### src/rtl/sample_mixer.sv
// Per-frame playback mixer: on each lrclk rising edge it sums the live sample with one sample per enabled track.
// Optional build macro SAMPLE_MIXER_SAT_EN selects saturating output instead of wrap-around.
module sample_mixer #(
  parameter int NTRACKS     = 2,
  parameter int ACK_TIMEOUT = 255,
  localparam int TW         = (NTRACKS > 1) ? $clog2(NTRACKS) : 1
) (
  input  logic               clk,
  input  logic               rst_n,
  input  logic               lrclk,
  input  logic [15:0]        live_sig,
  input  logic               live_en,
  input  logic [NTRACKS-1:0] tracks_playing,
  output logic               rd_req,
  output logic [TW-1:0]      rd_track,
  input  logic               rd_ack,
  input  logic [15:0]        rd_data,
  output logic [15:0]        mix_out,
  output logic               mix_valid,
  output logic               clip,
  output logic               overrun
);

  // Accumulator keeps enough headroom for live plus every track at full scale.
  localparam int AW = (NTRACKS > 2) ? (16 + $clog2(NTRACKS + 1) + 1) : 18;
  localparam int CW = (ACK_TIMEOUT > 1) ? $clog2(ACK_TIMEOUT + 1) : 1;
  localparam logic signed [AW-1:0] SAT_HI = {{(AW-16){1'b0}}, 16'h7FFF};
  localparam logic signed [AW-1:0] SAT_LO = {{(AW-16){1'b1}}, 16'h8000};
  localparam logic [CW-1:0]        WAIT_LAST = CW'(ACK_TIMEOUT - 1);

  typedef enum logic [1:0] {
    IDLE  = 2'd0,
    START = 2'd1,
    REQ   = 2'd2,
    DONE  = 2'd3
  } state_t;

  state_t                state_r;
  logic                  lrclk_meta_r;
  logic                  lrclk_sync_r;
  logic                  lrclk_prev_r;
  logic                  frame_tick_r;
  logic [NTRACKS-1:0]    en_q_r;
  logic [TW-1:0]         rd_track_r;
  logic                  rd_req_r;
  logic signed [AW-1:0]  acc_r;
  logic [CW-1:0]         wait_r;
  logic [15:0]           mix_out_r;
  logic                  mix_valid_r;
  logic                  clip_r;
  logic                  overrun_r;

  logic [TW:0]           first_s;
  logic [TW:0]           next_s;
  logic                  timeout_s;
  logic                  over_s;
  logic                  under_s;
  logic [15:0]           mix_next_s;
  logic signed [AW-1:0]  live_ext_s;
  logic signed [AW-1:0]  data_ext_s;

  // Lowest set bit of en at or above index from; MSB of the result flags "found".
  function automatic logic [TW:0] find_from(input logic [NTRACKS-1:0] en, input int from);
    logic [TW:0] res;
    res = {(TW+1){1'b0}};
    for (int i = NTRACKS - 1; i >= 0; i--) begin
      if (en[i] && (i >= from)) begin
        res = {1'b1, TW'(i)};
      end
    end
    return res;
  endfunction

  // Two-flop synchronizer for the asynchronous word-select line.
  always_ff @(posedge clk or negedge rst_n) begin
    if (!rst_n) begin
      lrclk_meta_r <= 1'b0;
      lrclk_sync_r <= 1'b0;
    end else begin
      lrclk_meta_r <= lrclk;
      lrclk_sync_r <= lrclk_meta_r;
    end
  end

  // Registered rising-edge detector producing the one-cycle frame tick.
  always_ff @(posedge clk or negedge rst_n) begin
    if (!rst_n) begin
      lrclk_prev_r <= 1'b0;
      frame_tick_r <= 1'b0;
    end else begin
      lrclk_prev_r <= lrclk_sync_r;
      frame_tick_r <= lrclk_sync_r & ~lrclk_prev_r;
    end
  end

  // Track selection, sign extension and timeout detection.
  always_comb begin
    first_s    = find_from(tracks_playing, 0);
    next_s     = find_from(en_q_r, int'(rd_track_r) + 1);
    timeout_s  = (wait_r == WAIT_LAST);
    live_ext_s = {{(AW-16){live_sig[15]}}, live_sig};
    data_ext_s = {{(AW-16){rd_data[15]}}, rd_data};
    over_s     = (acc_r > SAT_HI);
    under_s    = (acc_r < SAT_LO);
  end

`ifdef SAMPLE_MIXER_SAT_EN
  // Clamp the accumulator to the signed 16-bit range.
  always_comb begin
    mix_next_s = acc_r[15:0];
    if (over_s) begin
      mix_next_s = 16'h7FFF;
    end else if (under_s) begin
      mix_next_s = 16'h8000;
    end else begin
      mix_next_s = acc_r[15:0];
    end
  end
`else
  // Wrap-around output: keep the low 16 bits of the accumulator.
  always_comb begin
    mix_next_s = 16'h0000;
    mix_next_s = acc_r[15:0];
  end
`endif

  // Frame sequencer: latch enables, fetch each enabled track, then publish the mix.
  always_ff @(posedge clk or negedge rst_n) begin
    if (!rst_n) begin
      state_r     <= IDLE;
      en_q_r      <= {NTRACKS{1'b0}};
      rd_track_r  <= {TW{1'b0}};
      rd_req_r    <= 1'b0;
      acc_r       <= {AW{1'b0}};
      wait_r      <= {CW{1'b0}};
      mix_out_r   <= 16'h0000;
      mix_valid_r <= 1'b0;
      clip_r      <= 1'b0;
      overrun_r   <= 1'b0;
    end else begin
      mix_valid_r <= 1'b0;
      // A frame edge while busy is dropped but remembered.
      if (frame_tick_r && (state_r != IDLE)) begin
        overrun_r <= 1'b1;
      end else begin
        overrun_r <= overrun_r;
      end
      case (state_r)
        IDLE: begin
          if (frame_tick_r) begin
            state_r <= START;
          end else begin
            state_r <= IDLE;
          end
        end
        START: begin
          en_q_r <= tracks_playing;
          acc_r  <= live_en ? live_ext_s : {AW{1'b0}};
          wait_r <= {CW{1'b0}};
          if (first_s[TW]) begin
            rd_track_r <= first_s[TW-1:0];
            rd_req_r   <= 1'b1;
            state_r    <= REQ;
          end else begin
            state_r    <= DONE;
          end
        end
        REQ: begin
          if (rd_ack || timeout_s) begin
            // An ack on the last allowed cycle still counts as data.
            if (rd_ack) begin
              acc_r <= acc_r + data_ext_s;
            end else begin
              overrun_r <= 1'b1;
            end
            wait_r <= {CW{1'b0}};
            if (next_s[TW]) begin
              rd_track_r <= next_s[TW-1:0];
            end else begin
              rd_req_r <= 1'b0;
              state_r  <= DONE;
            end
          end else begin
            wait_r <= wait_r + {{(CW-1){1'b0}}, 1'b1};
          end
        end
        DONE: begin
          mix_out_r   <= mix_next_s;
          clip_r      <= over_s | under_s;
          mix_valid_r <= 1'b1;
          state_r     <= IDLE;
        end
        default: begin
          rd_req_r <= 1'b0;
          state_r  <= IDLE;
        end
      endcase
    end
  end

  assign rd_req    = rd_req_r;
  assign rd_track  = rd_track_r;
  assign mix_out   = mix_out_r;
  assign mix_valid = mix_valid_r;
  assign clip      = clip_r;
  assign overrun   = overrun_r;

endmodule
### config.mk
export PLATFORM = sky130hd
export DESIGN_NAME = sample_mixer
export DESIGN_NICKNAME = d
export VERILOG_FILES = /design/src/rtl/sample_mixer.sv
export SDC_FILE = /design/constraint.sdc
export NUM_CORES = 1
export LEC_CHECK = 0
export ABC_AREA = 1
export BUFFER_PORTS_ARGS = -buffer_cell sky130_fd_sc_hd__clkbuf_2
export CAP_MARGIN = 20
export CORE_MARGIN = 8
export CORE_UTILIZATION = 45
export DETAILED_ROUTE_END_ITERATION = 16
export PLACE_DENSITY = 0.66
export SLEW_MARGIN = 20
export SYNTH_ARGS = -nofsm -noshare
export SYNTH_HDL_FRONTEND = slang
export SYNTH_SLANG_ARGS = --single-unit
### constraint.sdc
create_clock -name clk -period 2 [get_ports clk]
set_clock_uncertainty 0.1 [all_clocks]
set_input_delay 0.5 -clock clk [delete_from_list [all_inputs] [get_ports clk]]
set_output_delay 0.5 -clock clk [all_outputs]
set_load 0.01 [all_outputs]
**After elaboration in Yosys (flattened, before gate mapping)**

Cells that the tools add are included.

- $add $sub $neg: 3
- Order comparisons: 4
- Equality and inequality tests: 9
- Mux-type cells: 28
- Bitwise logic cells: 3
- Reductions and logical operators: 11

Operators with widths:

| operator | count |
|---|---|
| 18-bit 2-to-1 mux | 3 |
| 18-bit case mux with 2 select lines | 1 |
| 18-bit by 16-bit adder with 18-bit output | 1 |
| 18-bit by 16-bit > comparator with 1-bit output (second input constant) | 1 |
| 18-bit by 16-bit less-than comparator with 1-bit output (second input constant) | 1 |
| 8-bit case mux with 2 select lines | 1 |
| 1-bit 2-to-1 mux | 13 |
| 2-bit 2-to-1 mux | 6 |
| 2-bit != test (second input constant) | 5 |
| 8-bit by 1-bit adder with 8-bit output (second input constant) | 1 |
| 8-bit equality test (second input constant) | 1 |
| 8-bit 2-to-1 mux | 1 |
| 2-bit case mux with 4 select lines | 1 |
| 4-bit AND reduction | 2 |
| 2-bit equality test (second input constant) | 2 |
| 1-bit by 2-bit greater-or-equal comparator with 1-bit output (first input constant) | 2 |
| 1-bit case mux with 2 select lines | 2 |
| 2-bit nonzero test | 2 |
| 1-bit logical AND | 3 |
| 3-bit AND reduction | 1 |
| 1-bit by 1-bit adder with 2-bit output (second input constant) | 1 |
| 2-bit by 1-bit equality test with 1-bit output (second input constant) | 1 |
| 2-bit logical NOT | 1 |
| 2-bit AND reduction | 1 |
| 4 further kinds | 4 |

- Bits in registers: 55
- Output and inout bits: 21
- Logic and storage cells: 72

**Logic depth before layout (Yosys ltp)**

- Depth in word-level cells: 8
- Mapped depth: 12
- Depth with buffers taken out: 12

**Least setup slack after synthesis**

No wires, ideal clock.

- Path type: input to register
- From: input port rd_data[0]
- To: register acc_r[10]
- Setup time: 0.073 ns
- Arrival time: 1.771 ns
- Setup slack: 0.056 ns
- Stages on the path: 11
- Buffers on the path: 0
- Cells stage by stage: ha_1 -> fa_1 -> nand3_1 -> nand2_1 -> nand3_1 -> nand2_1 -> nand2_1 -> nand2_1 -> nand2_1 -> nand3_1 -> a21oi_2

- Cells in the longest elaborated chain, start to end: 4

RTL lines:

| what | line | source |
|---|---|---|
| start, declared | 17 | `input logic [15:0] rd_data,` |
| 18-bit by 16-bit adder with 18-bit output | 172 | `acc_r <= acc_r + data_ext_s;` |
| 18-bit 2-to-1 mux | 171 | `if (rd_ack) begin` |
| 18-bit 2-to-1 mux | 169 | `if (rd_ack \|\| timeout_s) begin` |
| 18-bit case mux with 2 select lines | 148 | `case (state_r)` |
| end signal, assigned | 134 | `acc_r <= {AW{1'b0}};` |
| end signal, assigned | 158 | `acc_r <= live_en ? live_ext_s : {AW{1'b0}};` |
| end signal, assigned | 172 |  |
| end, declared | 46 | `logic signed [AW-1:0] acc_r;` |

Every way passes these cells. The select of a mux whose other input is x is not followed.
A chain may end at the register's enable or synchronous reset.

**Worst setup path after layout**

- From: register acc_r[0]
- To: register acc_r[16]

- Cells in the longest elaborated chain, start to end: 4

RTL lines:

| what | line |
|---|---|
| 18-bit by 16-bit adder with 18-bit output | 172 |
| 18-bit 2-to-1 mux | 171 |
| 18-bit 2-to-1 mux | 169 |
| 18-bit case mux with 2 select lines | 148 |

Every way passes these cells. The select of a mux whose other input is x is not followed.

==> results.py <==
metrics = {
    "outcome": {
        "run_status": "finished clean",
    },
    "global_route": {
        "grt_use_total_pct": 15.7,
        "antenna_found_initial": 0,
        "grt_pass1_wl_mm": 13.1,
        "grt_max_degree": 55,
        "overflow": 0,
        "first_global_vias": 2915,
    },
    "logic_synthesis": {
        "yosysSeqAreaShare_pct": 40.7,
        "synthesis.nets": 460,
        "yosys_warnings": 0,
        "synth-edff-count": 0,
        "netlist_instances": 397,
        "synthTopCellsByArea": "dfrtp_1 (41%), nand2_1 (9.4%), ha_1 (8.7%)",
        "syn_avg_cell_area_um2": 8.36,
        "ys.flop_type": "dfrtp_1",
        "yosys_register_bits": 54,
        "syn-cell-area_um2": 3320,
        "ys_types": 39,
        "netlist.area_leader.share_pct": 40.7,
        "yosysTopAreaCell": "dfrtp_1",
        "async_flop_share_pct": 100,
    },
    "floorplanning": {
        "initial_core_util_pct": 46.0,
        "coreArea_um2": 7210,
        "row_count": 31,
        "ios": 60,
        "die-width_um": 102,
        "dieArea_um2": 10400,
        "die_h_um": 102,
    },
    "detailed_routing": {
        "via_per_inst": 5.14,
        "drt_first_pass_iters": 4,
        "ant_nets": 0,
        "drc": 0,
        "wl_mm": 7.98,
        "wl_met2_mm": 4.00,
        "wl_met1_mm": 3.56,
        "dr.max_layer_used": "met4",
        "wl_met3_um": 356,
        "route.detailed.wl_per_inst_um": 13.9,
        "drt_iter0_markers": 128,
        "num_vias": 2947,
    },
    "power": {
        "power_density_nw_per_um2": 1630,
        "total_leakage_power_uw": 0.00196,
        "ir_worst_vdd_v": 0.000647,
        "power_uw": 6610,
    },
    "cts": {
        "root_buffer": "clkbuf_8",
        "numCtsBuffers": 5,
        "postCtsHoldBufs": 0,
        "htree_levels": 2,
        "path_clk_slew_ns": 0.10,
        "cts_buffer_depth": 2,
        "clock-sinks": 54,
        "clk_latency_ns": 0.31,
        "cts_tree": "yes",
    },
    "sta": {
        "setup_violations": 0,
        "period_minus_slack_ns": 1.88,
        "hold_viol_final": 0,
        "worst_pin_slew_ns": 0.405,
        "fmaxAchievable_mhz": 533,
        "post-route-period-util_pct": 93.9,
        "drv_slew": 0,
        "rsz0062_at_grt": "false",
        "relSlewSlack_pct": 72.9,
    },
    "critical_path": {
        "crit_required_ns": 2.14,
        "startpoint_type": "register",
        "critical_path.n_buffers_inverters": 0,
        "worstSetupPathType": "register to register",
        "worstSetupEndpointType": "register",
        "cp_slowest_cell": "dfrtp_1",
        "crit_arrival_ns": 2.02,
        "critical-path-top-delay-family": "simple AND/OR/NAND/NOR gates",
        "cpMostUsedCell": "nand2_1",
        "cpPeakStageDelay_ns": 0.40,
        "path_max_fanout": 4,
        "cp_cell_sequence": "ha_2 > fa_2 > nand3_1 > nand2_1 > nand2_1 > nand2_2 > nand2_1 > nand2_1 > nand2_1 > nand3_1 > a21oi_2",
    },
    "finish": {
        "layout-drive-gt1-share_pct": 29.3,
        "final_util_pct": 56.1,
        "syn2layout_area_growth_pct": 22.1,
        "antenna_cells": 0,
        "nNetsFinal": 536,
    },
    "flow_run": {
        "max_cap_viol_count": 0,
    },
    "placed_design": {
        "io_buffers": 59,
        "gp_congestion": 0.866,
        "dpl.hpwl_mm": 6.03,
    },
    "hold_path": {
        "hold_class": "input port to async pin",
    },
}
[cells in the mapped netlist (5+ instances only)]
cell,count
nand2_1,83
dfrtp_1,54
a21oi_1,44
nor2_1,40
inv_1,33
ha_1,23
nand3_1,21
o21ai_0,15
mux2_2,14
a21oi_2,11
nand3b_1,6
nor3_1,5
xor2_1,5
[layout by cell type (no fill, tap or decap), types with 3 or more instances in the layout]
cell type	n
o21ai_1	3
dfrtp_1	54
nor3_2	3
nand2_2	4
xor2_1	5
nor3_1	5
nor2_1	40
nand3_1	21
buf_4	17
a21oi_1	42
mux2_2	14
clkbuf_2	59
o21ai_0	15
inv_1	33
ha_1	15
nand3b_1	6
inv_2	3
ha_4	7
a21oi_2	13
nand2_1	80
clkbuf_8	5
[flip-flops by register name, summed over array words and instances (netlist names)]
name and flops:
acc_r 18, clip 1, en_q_r 1, frame_tick_r 1
lrclk_meta_r 1, lrclk_prev_r 1, lrclk_sync_r 1, mix_out 16
mix_valid 1, overrun 1, rd_req 1, rd_track 1
state_r 2, wait_r 8
[worst reg2reg max path, delay by kind of cell (launching register included)]
kind	cells	cell delay [ns]
adders and majority gates	2	0.54
AOI/OAI and AO/OA	1	0.12
and+or+nand+nor	8	0.65
DFF	1	0.40
[layout make-up]
class	instances	area (um2)
fillers	703	3160
clock buffers	6	72.6
repair buffers	77	443
clock inverters	2	37.5
inverters	38	149
well taps	99	124
multi-input cells	297	1870
flip-flops and latches	54	1350
[final timing paths]
| check | slack (ns) | startpoint | cells after the start | to |
|---|---|---|---|---|
| max | 0.12 | acc_r[0] | 11 | acc_r[16] |
| min | 0.06 | rst_n | 2 | mix_out[11] |
| max reg2reg | 0.12 | acc_r[0] | 11 | acc_r[16] |
| min reg2reg | 0.26 | lrclk_meta_r | 0 | lrclk_sync_r |
| max in group asynchronous | 1.46 | rst_n | 2 | acc_r[17] |
| min in group clk | 0.19 | lrclk | 1 | lrclk_meta_r |
[repair_timing]
item | in CTS | in global routing
setup endpoints to repair | 15 | 19
pin swaps | 0 | 3
gates resized for setup | 2 | 14
buffers inserted | 0 | 1
[layer usage]
layer / track usage [%] / vias up
met2: 28.5 / 56
met3: 2.79 / 6
met4: 3.05 / 0
met1: 18.8 / 1404
li1: - / 1481
met5: 0 / -
[cells by family after synthesis]
family	after synthesis	synth area share [%]
buffers and inverters	46	6.30
XOR/XNOR	6	1.58
adder cells (fa/ha/maj)	24	9.28
multiplexers	14	4.75
AO/OA/AOI/OAI	85	14.9
flip-flops	54	40.7
AND/OR/NAND/NOR	168	22.4
[stage by stage]
stage	cell area (um2)	cells	setup slack [ns]	setup TNS [ns]	hold slack [ns]
floorplan	3320	397	0.0563	0	0.104
global route	4050	573	0.0116	0	0.0942
finish	4050	573	0.122	0	0.0629
CTS	3940	572	0.0287	0	0.101
detailed placement	3820	564	-0.187	-1.40	0.240
global placement	3820	564	-0.139	-1.11	0.236
[report_power, final]
part | switching (uW) | internal (uW) | total [uW]
combinational | 2300 | 1690 | 3990
sequential | 324 | 1560 | 1880
clock | 363 | 374 | 737
total | 2990 | 3620 | 6610
(Power assumes the default switching activity.)
